<file path="src/rtl/jk_pkg.sv">
// Shared types and helpers for the JK register bank.
// JK operation encoding, disable-mode selectors and the per-bit next-state function.
package jk_pkg;

   typedef enum logic [1:0] {
      JK_HOLD = 2'b00,
      JK_RST  = 2'b01,
      JK_SET  = 2'b10,
      JK_TGL  = 2'b11
   } jk_op_t;

   localparam int unsigned DIS_CLEAR = 0;
   localparam int unsigned DIS_HOLD  = 1;

   function automatic logic jk_next(jk_op_t op, logic q);
      logic nxt;
      nxt = q;
      unique case (op)
         JK_HOLD: nxt = q;
         JK_RST:  nxt = 1'b0;
         JK_SET:  nxt = 1'b1;
         JK_TGL:  nxt = ~q;
         default: nxt = q;
      endcase
      return nxt;
   endfunction

endpackage

</file>
<file path="src/rtl/jk_cell.sv">
// One JK channel: state bit plus registered change pulse.
// Priority: rst > ld > en > disabled (clear or hold, per dis_mode_i).
module jk_cell
   import jk_pkg::*;
(
   input  logic clk_i,
   input  logic rst_i,
   input  logic rst_val_i,
   input  logic en_i,
   input  logic j_i,
   input  logic k_i,
   input  logic ld_i,
   input  logic ld_d_i,
   input  logic dis_mode_i,
   output logic q_o,
   output logic chg_o,
   output logic chg_d_o
);

   logic q_q, q_d;
   logic chg_q, chg_d;

   always_comb begin
      q_d = q_q;
      if (ld_i) begin
         q_d = ld_d_i;
      end else if (en_i) begin
         q_d = jk_next(jk_op_t'({j_i, k_i}), q_q);
      end else if (!dis_mode_i) begin
         q_d = 1'b0;
      end
      chg_d = q_d ^ q_q;
   end

   always_ff @(posedge clk_i) begin
      if (rst_i) begin
         q_q   <= rst_val_i;
         chg_q <= 1'b0;
      end else begin
         q_q   <= q_d;
         chg_q <= chg_d;
      end
   end

   assign q_o     = q_q;
   assign chg_o   = chg_q;
   assign chg_d_o = chg_d;

endmodule

</file>
<file path="src/rtl/jk_reg_bank.sv">
// WIDTH-bit bank of JK flip-flops with parallel load, complementary output and change pulses.
// Optional sticky change flags and irq are built when JK_STICKY_EN is defined.
module jk_reg_bank
   import jk_pkg::*;
#(
   parameter int unsigned       WIDTH    = 8,
   parameter logic [WIDTH-1:0]  RST_VAL  = '0,
   parameter int unsigned       DIS_MODE = DIS_CLEAR
) (
   input  logic             clk_i,
   input  logic             rst_i,
   input  logic             en_i,
   input  logic [WIDTH-1:0] j_i,
   input  logic [WIDTH-1:0] k_i,
   input  logic             ld_i,
   input  logic [WIDTH-1:0] ld_data_i,
`ifdef JK_STICKY_EN
   input  logic [WIDTH-1:0] sticky_clr_i,
   output logic [WIDTH-1:0] sticky_o,
   output logic             irq_o,
`endif
   output logic [WIDTH-1:0] q_o,
   output logic [WIDTH-1:0] qbar_o,
   output logic [WIDTH-1:0] chg_o
);

   localparam logic DisHold = (DIS_MODE == DIS_HOLD);

`ifdef JK_STICKY_EN
   logic [WIDTH-1:0] chg_next;
`endif

   for (genvar i = 0; i < WIDTH; i++) begin : g_cell
      jk_cell u_cell (
         .clk_i      (clk_i),
         .rst_i      (rst_i),
         .rst_val_i  (RST_VAL[i]),
         .en_i       (en_i),
         .j_i        (j_i[i]),
         .k_i        (k_i[i]),
         .ld_i       (ld_i),
         .ld_d_i     (ld_data_i[i]),
         .dis_mode_i (DisHold),
         .q_o        (q_o[i]),
         .chg_o      (chg_o[i]),
`ifdef JK_STICKY_EN
         .chg_d_o    (chg_next[i])
`else
         .chg_d_o    ()
`endif
      );
   end

   // Derived, never stored, so q and qbar can never disagree.
   assign qbar_o = ~q_o;

`ifdef JK_STICKY_EN
   logic [WIDTH-1:0] sticky_q, sticky_d;

   // A new change wins over a simultaneous write-1-to-clear.
   always_comb begin
      sticky_d = (sticky_q & ~sticky_clr_i) | chg_next;
   end

   always_ff @(posedge clk_i) begin
      if (rst_i) begin
         sticky_q <= '0;
      end else begin
         sticky_q <= sticky_d;
      end
   end

   assign sticky_o = sticky_q;
   assign irq_o    = |sticky_q;
`endif

endmodule

</file>
<file path="config.mk">
export PLATFORM = sky130hd
export DESIGN_NAME = jk_reg_bank
export DESIGN_NICKNAME = d
export VERILOG_FILES = /design/src/rtl/jk_pkg.sv /design/src/rtl/jk_cell.sv /design/src/rtl/jk_reg_bank.sv
export SDC_FILE = /design/constraint.sdc
export NUM_CORES = 1
export LEC_CHECK = 0
export CAP_MARGIN = 25
export CELL_PAD_IN_SITES_DETAIL_PLACEMENT = 1
export CELL_PAD_IN_SITES_GLOBAL_PLACEMENT = 1
export CORE_MARGIN = 2
export CORE_UTILIZATION = 45
export DETAILED_ROUTE_END_ITERATION = 16
export DONT_BUFFER_PORTS = 1
export PLACE_DENSITY_LB_ADDON = 0.1
export SYNTH_ARGS = -nofsm -noshare
export SYNTH_HDL_FRONTEND = slang
export SYNTH_SLANG_ARGS = --single-unit
</file>
<file path="constraint.sdc">
create_clock -name clk_i -period 1.75 [get_ports clk_i]
set_input_delay 0.35 -clock clk_i [delete_from_list [all_inputs] [get_ports clk_i]]
set_output_delay 0.35 -clock clk_i [all_outputs]
set_load 0.005 [all_outputs]
</file>
==> impl_metrics.csv, run 1 <==
group,metric,value,unit
job,drv_cap,0,
yosys,synth_async_sr_flop_share,0,%
setup_path,crit_path_end_kind,"output pin",
clock_network,cts_max_path_buffers,2,
timing,finalMaxSlewViolations,0,
detailed_routing,dr.pass1.iters,2,
floorplanning,die_y,48.9,µm
cells_and_area,drive_above_1_share,10.3,%
setup_path,path_buf_inv,1,
clock_network,clk-insertion-delay-late,0.28,ns
detailed_routing,wl_met1,790,µm
timing,maxSlewHeadroom,73.5,%
yosys,ys.flop_type,"dfxtp_1",
clock_network,postCtsHoldBufs,0,
placement,dpl.hpwl,1370,µm
pwr,vdd_ir_drop_max,0.445,mV
detailed_routing,highest_layer,"met3",
cells_and_area,final_common_cell,"dfxtp_1",
placement,placed_area,763,µm²
floorplanning,initial_core_util,47.2,%
yosys,ys_types,17,
yosys,synth_area,907,µm²
floorplanning,die_w,48.9,µm
global_routing,grt_pass1_vias,673,
global_routing,grt.total_usage,15.9,%
floorplanning,dieArea,2390,µm²
placement,place_congestion,0.706,
timing,setup_viol_count_final,0,
yosys,postSynthCellCount,105,
cells_and_area,fin_nets,116,
min_path,hold_class,"primary input to flip-flop",
timing,max_freq,834,MHz
clock_network,post_cts_buffers,0,
setup_path,cpLargestDelayFamily,"flip-flops",
pwr,p_per_area,913,nW/µm²
detailed_routing,wl,1870,µm
cells_and_area,area_growth,-11.9,%
clock_network,htreeDepth,1,
cells_and_area,n_antenna_cell,0,
detailed_routing,first_iter_violations,4,
cells_and_area,final_cell_area,800,µm²
detailed_routing,wl_met2,902,µm
cells_and_area,fin_util,41.6,%
timing,timing.final.crit_share,68.5,%
setup_path,timing_worst_setup_path_type,"flip-flop to output pin",
floorplanning,row_count,16,
yosys,syn_nets,133,
detailed_routing,postRouteAntennaNets,0,
clock_network,root_buffer,"clkbuf_4",
cells_and_area,fillCellCount,233,
cells_and_area,mostFrequentLayoutCells,"dfxtp_1 (16), nand2_1 (15), o21ai_0 (9)",
timing,worst_clock_skew,0.00765,ns
detailed_routing,wl_met3,175,µm
detailed_routing,vias,677,
detailed_routing,vias_per_cell,5.94,
global_routing,grt_overflow,0,
setup_path,arrival,0.85,ns
clock_network,tritoncts,"done",
clock_network,cts_resized,0,
yosys,synth_edf_count,0,
global_routing,grt_pass1_wl,3030,µm
yosys,yosysSeqAreaShare,35.3,%
setup_path,slowest_delay,0.47,ns
detailed_routing,drc_errors,0,
yosys,synth_seq_cells,16,
global_routing,grt_max_degree,19,
setup_path,crit_fanout,6,
timing,rsz0062_at_grt,"false",
floorplanning,core,1920,µm²
clock_network,path_clk_slew,0.10,ns
yosys,syn_avg_cell_area,8.64,µm²
yosys,ys.warnings.count,0,
setup_path,crit_path_top_delay_cell,"dfxtp_1",
timing,fin_setup_tns,0,ns
global_routing,grt_antenna_before_repair,0,
clock_network,cts.sinks,16,
timing,timing.hold.ws,0.117,ns
clock_network,numCtsBuffers,3,
timing,finalHoldViolCount,0,
floorplanning,io_pins,52,
timing,tightestPinTransition,0.397,ns
detailed_routing,wl_per_cell,16.4,µm
setup_path,critPathLaunchType,"flip-flop",
pwr,p_leak,0.000262,µW
timing,period_minus_slack,1.20,ns
setup_path,worstPathRequired,1.40,ns
setup_path,crit_chain,"inv_1",
placement,portBuffers,0,
outcome,status,"completed",
==> logic make-up (layout without fill, tap and decap cells) <==
logic type	after synthesis	count (layout)	synth area share (%)
DFF	16	16	35.3
buffers and inverters	30	12	22.9
and+or+nand+nor	19	19	9.79
AOI/OAI and AO/OA	40	40	32.0
==> through the flow <==
stage                     instances  setup WS (ns)  total power [µW]
after floorplan                 105          0.603               538
after global placement          110          0.595               497
after detailed placement        110          0.556               501
after CTS                       114          0.529               744
after global routing            114          0.477               775
final                           114          0.551               730
==> per-layer routing <==
layer	up-vias	track usage (%)
li1	323	-
met2	31	28.1
met1	323	17.3
met3	0	7.67
met5	-	0
met4	0	3.33
==> cell usage after synthesis, types with 2 or more instances <==
| cell | number | area [µm²] |
|---|---|---|
| a211oi_1 | 6 | 45.0 |
| a211oi_2 | 2 | 25.0 |
| a21oi_1 | 8 | 40.0 |
| a221oi_1 | 6 | 52.6 |
| a221oi_2 | 2 | 30.0 |
| buf_4 | 17 | 128 |
| buf_6 | 2 | 22.5 |
| clkbuf_1 | 2 | 7.51 |
| dfxtp_1 | 16 | 320 |
| inv_1 | 8 | 30.0 |
| nand2_1 | 15 | 56.3 |
| nor2b_1 | 2 | 12.5 |
| o211ai_1 | 7 | 52.6 |
| o21ai_0 | 9 | 45.0 |
==> sequential cells by signal (all words and copies together), names as in the netlist <==
register             count
g_cell.u_cell.chg_o      8
g_cell.u_cell.q_o        8
==> final timing paths <==
check	cells after the start	slack, ns	endpoint	start
max reg2reg	3	0.83	g_cell[0].u_cell.q_o	g_cell[0].u_cell.q_o
max	1	0.55	qbar_o[5]	g_cell[5].u_cell.q_o
min	1	0.12	g_cell[3].u_cell.chg_o	rst_i
min reg2reg	1	0.57	g_cell[2].u_cell.chg_o	g_cell[2].u_cell.q_o
==> power breakdown <==
group	switching (µW)	total [µW]	internal, µW
Combinational	36.5	73.3	36.9
Sequential	26.7	417	390
Clock	113	240	127
Total	176	730	553
==> area by class of cell <==
class                           instances  area, µm²  area share, %
Multi-Input combinational cell         59        379           47.4
Sequential cell                        16        320           40.1
Clock buffer                            4       36.3           4.54
Tap cell                               27       33.8           4.23
Inverter                                8       30.0           3.76
(Power assumes the default switching activity.)
==> run 2, diff against run 1 <==
Settings changed: CORE_UTILIZATION 45 to 37.
Clock period 1.75 ns to 1 ns, I/O delays scaled along.
==> run 2 against run 1 <==
The flow now finishes with violations (hold timing). Power up 77%. Wire length is 4.8% higher. Core utilization is 3.8 points lower. Sequential share of layout area increased by 0.99 points. Global-route usage down 0.94 points. Final cell count is 3.5% higher. Flip-flop and latch count did not move. Design area up 6.7%. Combinational power rose by 87%. Critical endpoint is now qbar_o[4]. Largest cell class unchanged. Largest power group unchanged. Highest routed layer is now met4.
==> impl_metrics.csv, run 2 (synthesis results as in run 1) <==
group,metric,value,unit
placement,portBuffers,0,
timing,rsz0062_at_grt,"false",
floorplanning,die_w,53.5,µm
floorplanning,dieArea,2860,µm²
detailed_routing,wl_per_cell,16.6,µm
clock_network,cts.sinks,16,
detailed_routing,vias,678,
global_routing,grt_max_degree,19,
setup_path,path_buf_inv,1,
timing,fin_setup_tns,0,ns
timing,finalMaxSlewViolations,0,
pwr,switching_share,25.1,%
setup_path,crit_path_top_delay_cell,"dfxtp_4",
floorplanning,initial_core_util,40.2,%
clock_network,cts_max_path_buffers,2,
global_routing,grt_antenna_before_repair,0,
setup_path,worstPathRequired,0.80,ns
timing,worst_clock_skew,0.00686,ns
global_routing,grt_pass1_vias,695,
pwr,vdd_ir_drop_max,0.531,mV
pwr,clockPowerShare,33.6,%
timing,max_freq,1070,MHz
placement,dpl.hpwl,1560,µm
setup_path,crit_chain,"inv_1",
clock_network,htreeDepth,1,
job,drv_cap,0,
detailed_routing,dr.pass1.iters,2,
timing,tightestPinTransition,0.292,ns
floorplanning,row_count,17,
cells_and_area,final_common_cell,"nand2_1",
global_routing,grt.total_usage,15.0,%
detailed_routing,wl,1960,µm
setup_path,crit_fanout,6,
cells_and_area,fin_util,37.8,%
pwr,p_int,970,µW
detailed_routing,postRouteAntennaNets,0,
cells_and_area,drive_above_1_share,22.2,%
cells_and_area,n_antenna_cell,0,
placement,dp.cells,114,
timing,period_minus_slack,0.936,ns
detailed_routing,drc_errors,0,
cells_and_area,area_growth,-5.93,%
setup_path,slowest_delay,0.39,ns
floorplanning,io_pins,52,
outcome,violations,"hold timing",
detailed_routing,vias_per_cell,5.75,
pwr,p_per_area,1520,nW/µm²
setup_path,critPathLaunchType,"flip-flop",
setup_path,cpLargestDelayFamily,"flip-flops",
clock_network,path_clk_slew,0.10,ns
min_path,hold_class,"primary input to flip-flop",
pwr,p_sw,324,µW
global_routing,grt_overflow,0,
global_routing,grt_pass1_wl,3140,µm
floorplanning,core,2250,µm²
placement,placed_area,787,µm²
clock_network,root_buffer,"clkbuf_4",
timing,maxSlewHeadroom,80.5,%
detailed_routing,first_iter_violations,3,
pwr,p_comb_share,10.6,%
cells_and_area,final_cell_area,853,µm²
timing,timing.final.crit_share,93.6,%
cells_and_area,finalNonFillerCells,118,
setup_path,crit_path_end_kind,"output pin",
clock_network,tritoncts,"done",
setup_path,timing_worst_setup_path_type,"flip-flop to output pin",
timing,finalHoldViolCount,16,
outcome,status,"finished, violations left",
cells_and_area,mostFrequentLayoutCells,"nand2_1 (15), o21ai_0 (9)",
floorplanning,die_y,53.5,µm
timing,timing.hold.ws,-0.0439,ns
cells_and_area,fin_nets,119,
setup_path,arrival,0.74,ns
placement,place_congestion,0.645,
timing,setup_viol_count_final,0,
pwr,pwr-share-seq,55.8,%
pwr,p_leak,0.000283,µW
clock_network,clk-insertion-delay-late,0.29,ns
clock_network,numCtsBuffers,3,
## run 2: worst paths after layout
path / cells after the start / end / start / slack (ns)
max: 1 / qbar_o[4] / g_cell[4].u_cell.q_o / 0.06
min: 1 / g_cell[0].u_cell.q_o / rst_i / -0.04
max reg2reg: 3 / g_cell[0].u_cell.q_o / g_cell[0].u_cell.q_o / 0.17
min reg2reg: 1 / g_cell[2].u_cell.chg_o / g_cell[2].u_cell.q_o / 0.48
## run 2: power groups by stage
stage	Sequential, µW	Combinational (µW)	Clock, µW
floorplan	725	216	0
global placement	745	137	0
detailed placement	746	140	0
CTS	735	141	454
global route	733	159	495
finish	722	137	435
## run 2: metal layers
layer	GRT usage [%]	up-vias	share of wire (%)
met5	0	-	0
met4	6.84	0	0.66
met3	6.78	2	12
met2	24.1	33	46
met1	16.9	315	41
li1	-	328	-
## run 2: area by class of cell
class                   instances  area, µm²
fillers                       278       1400
multi-input cells              59        379
flip-flops and latches         16        350
clock buffers                   4       36.3
well taps                      28       35.0
inverters                       8       30.0
repair buffers                  3       22.5
## run 2: per-stage QoR
stage / setup WS, ns / total power (µW)
after global placement: 0.0652 / 882
after detailed placement: 0.00744 / 886
after CTS: 0.0203 / 1330
final: 0.0643 / 1290
after floorplan: 0.00282 / 941
after global routing: 0.00209 / 1390
## run 2: timing repair
action                                 CTS  global route
endpoints found under the hold margin   16            16
buffers inserted                         0             0
setup endpoints to repair                8             8
gates resized for setup                  8             8
==> run 3, diff against run 2 <==
Settings changed: CORE_UTILIZATION 37 to 42.
Clock period 1 ns to 0.88 ns, I/O delays scaled along.
==> run 3 against run 2 <==
The flow finishes with violations (hold timing, setup timing). Design area is 1.6% higher. Die area is 11% lower. Via count is 2.5% higher. Clock-buffer cell count stayed put. Final cell count stayed put. Largest power group unchanged. Sequential share of layout area is 0.94 points lower. Clock skew is 0.0015 ns higher. Critical endpoint is now qbar_o[0]. Sequential power is 14% higher.
==> impl_metrics.csv, run 3 (synthesis results as in run 1) <==
group,metric,value,unit
pwr,power,1480,µW
job,drv_cap,0,
placement,portBuffers,0,
detailed_routing,postRouteAntennaNets,0,
setup_path,cpLargestDelayFamily,"flip-flops",
global_routing,grt_antenna_before_repair,0,
timing,worst_clock_skew,0.00836,ns
detailed_routing,wl,1910,µm
setup_path,slowest_delay,0.34,ns
clock_network,clk-insertion-delay-late,0.28,ns
setup_path,timing_worst_setup_path_type,"flip-flop to output pin",
outcome,status,"finished, violations left",
floorplanning,die_w,50.5,µm
global_routing,grt_pass1_vias,698,
pwr,p_per_area,1710,nW/µm²
timing,tightestPinTransition,0.266,ns
timing,setup_viol_count_final,9,
floorplanning,initial_core_util,45.3,%
cells_and_area,finalNonFillerCells,118,
detailed_routing,wl_per_cell,16.2,µm
clock_network,path_clk_slew,0.10,ns
pwr,p_sw,367,µW
placement,place_congestion,0.649,
clock_network,tritoncts,"done",
clock_network,numCtsBuffers,3,
clock_network,root_buffer,"clkbuf_4",
pwr,pwr-share-seq,55.7,%
pwr,switching_share,24.8,%
setup_path,critPathLaunchType,"flip-flop",
timing,timing.hold.ws,-0.0630,ns
cells_and_area,n_antenna_cell,0,
floorplanning,io_pins,52,
setup_path,worstPathRequired,0.70,ns
global_routing,grt_overflow,0,
floorplanning,core,2000,µm²
pwr,p_comb_share,11.5,%
cells_and_area,final_common_cell,"nand2_1",
setup_path,path_buf_inv,2,
detailed_routing,vias,695,
cells_and_area,drive_above_1_share,33.0,%
global_routing,grt_pass1_wl,3050,µm
floorplanning,dieArea,2550,µm²
detailed_routing,dr.pass1.iters,4,
timing,period_minus_slack,0.952,ns
floorplanning,die_y,50.5,µm
global_routing,grt_max_degree,19,
cells_and_area,fin_nets,120,
cells_and_area,regArea,348,µm²
clock_network,cts.sinks,16,
timing,rsz0062_at_grt,"true",
pwr,p_leak,0.000289,µW
timing,maxSlewHeadroom,82.2,%
global_routing,grt.total_usage,15.6,%
detailed_routing,first_iter_violations,7,
pwr,p_int,1110,µW
setup_path,crit_chain,"buf_6 > inv_2",
cells_and_area,multiInputGateArea,385,µm²
setup_path,crit_path_top_delay_cell,"dfxtp_2",
timing,finalHoldViolCount,16,
cells_and_area,area_growth,-4.41,%
floorplanning,row_count,16,
setup_path,crit_path_end_kind,"output pin",
placement,dpl.hpwl,1410,µm
outcome,violations,"hold timing, setup timing",
timing,max_freq,1050,MHz
clock_network,cts_max_path_buffers,2,
timing,timing.final.crit_share,108,%
timing,fin_setup_tns,-0.202,ns
detailed_routing,drc_errors,0,
setup_path,arrival,0.78,ns
setup_path,crit_fanout,3,
timing,finalMaxSlewViolations,0,
cells_and_area,mostFrequentLayoutCells,"nand2_1 (15), a21oi_1 (8), o21ai_0 (8), inv_2 (8), dfxtp_1 (8)",
clock_network,htreeDepth,1,
cells_and_area,fillCellCount,239,
pwr,vdd_ir_drop_max,0.809,mV
min_path,hold_class,"primary input to flip-flop",
detailed_routing,vias_per_cell,5.89,
placement,dp.cells,113,
timing,setup_slack,-0.0718,ns
pwr,clockPowerShare,32.8,%
run 3: routing by layer:
| layer | part of all wire [%] | global-route usage, % | vias up |
|---|---|---|---|
| li1 | - | - | 334 |
| met1 | 42 | 18.4 | 322 |
| met5 | 0 | 0 | - |
| met3 | 11 | 6.55 | 0 |
| met2 | 47 | 26.8 | 39 |
| met4 | 0 | 2.70 | 0 |
run 3: power by group through the flow:
stage                     Clock [µW]  Combinational, µW  Sequential [µW]
after floorplan                    0                247              824
after global placement             0                157              843
after detailed placement           0                160              845
after CTS                        514                171              825
after global routing             553                194              832
final                            486                170              823
run 3: path summary, 6_finish.rpt:
| check | depth (start not counted) | from | slack, ns | endpoint |
|---|---|---|---|---|
| worst max-delay path | 2 | g_cell[0].u_cell.q_o | -0.07 | qbar_o[0] |
| worst min-delay path | 1 | rst_i | -0.06 | g_cell[6].u_cell.q_o |
| worst max register to register | 4 | g_cell[0].u_cell.q_o | -0.01 | g_cell[0].u_cell.q_o |
| worst min register to register | 1 | g_cell[6].u_cell.q_o | 0.49 | g_cell[6].u_cell.chg_o |
run 3: area by class of cell:
| cell class | count | share of cell area (%) |
|---|---|---|
| Clock buffer | 4 | 4.18 |
| Sequential cell | 16 | 40.1 |
| Tap cell | 27 | 3.90 |
| Multi-Input combinational cell | 59 | 44.4 |
| Timing Repair Buffer | 4 | 3.90 |
| Inverter | 8 | 3.46 |
run 3: what timing repair did:
action,CTS,global route
setup endpoints to repair,16,16
buffers inserted,1,0
hold endpoints to repair,16,16
cloned,0,0
pin swaps,1,0
resized for setup,25,1
run 3: stage by stage:
step,setup WS (ns),instance area (µm²),utilization (%)
5_1_grt,-0.118,867,43.3
6_report,-0.0718,867,43.3
2_1_floorplan,-0.0840,911,-
4_1_cts,-0.0875,861,43.0
3_3_place_gp,-0.0307,786,39.3
3_5_place_dp,-0.0434,786,39.3
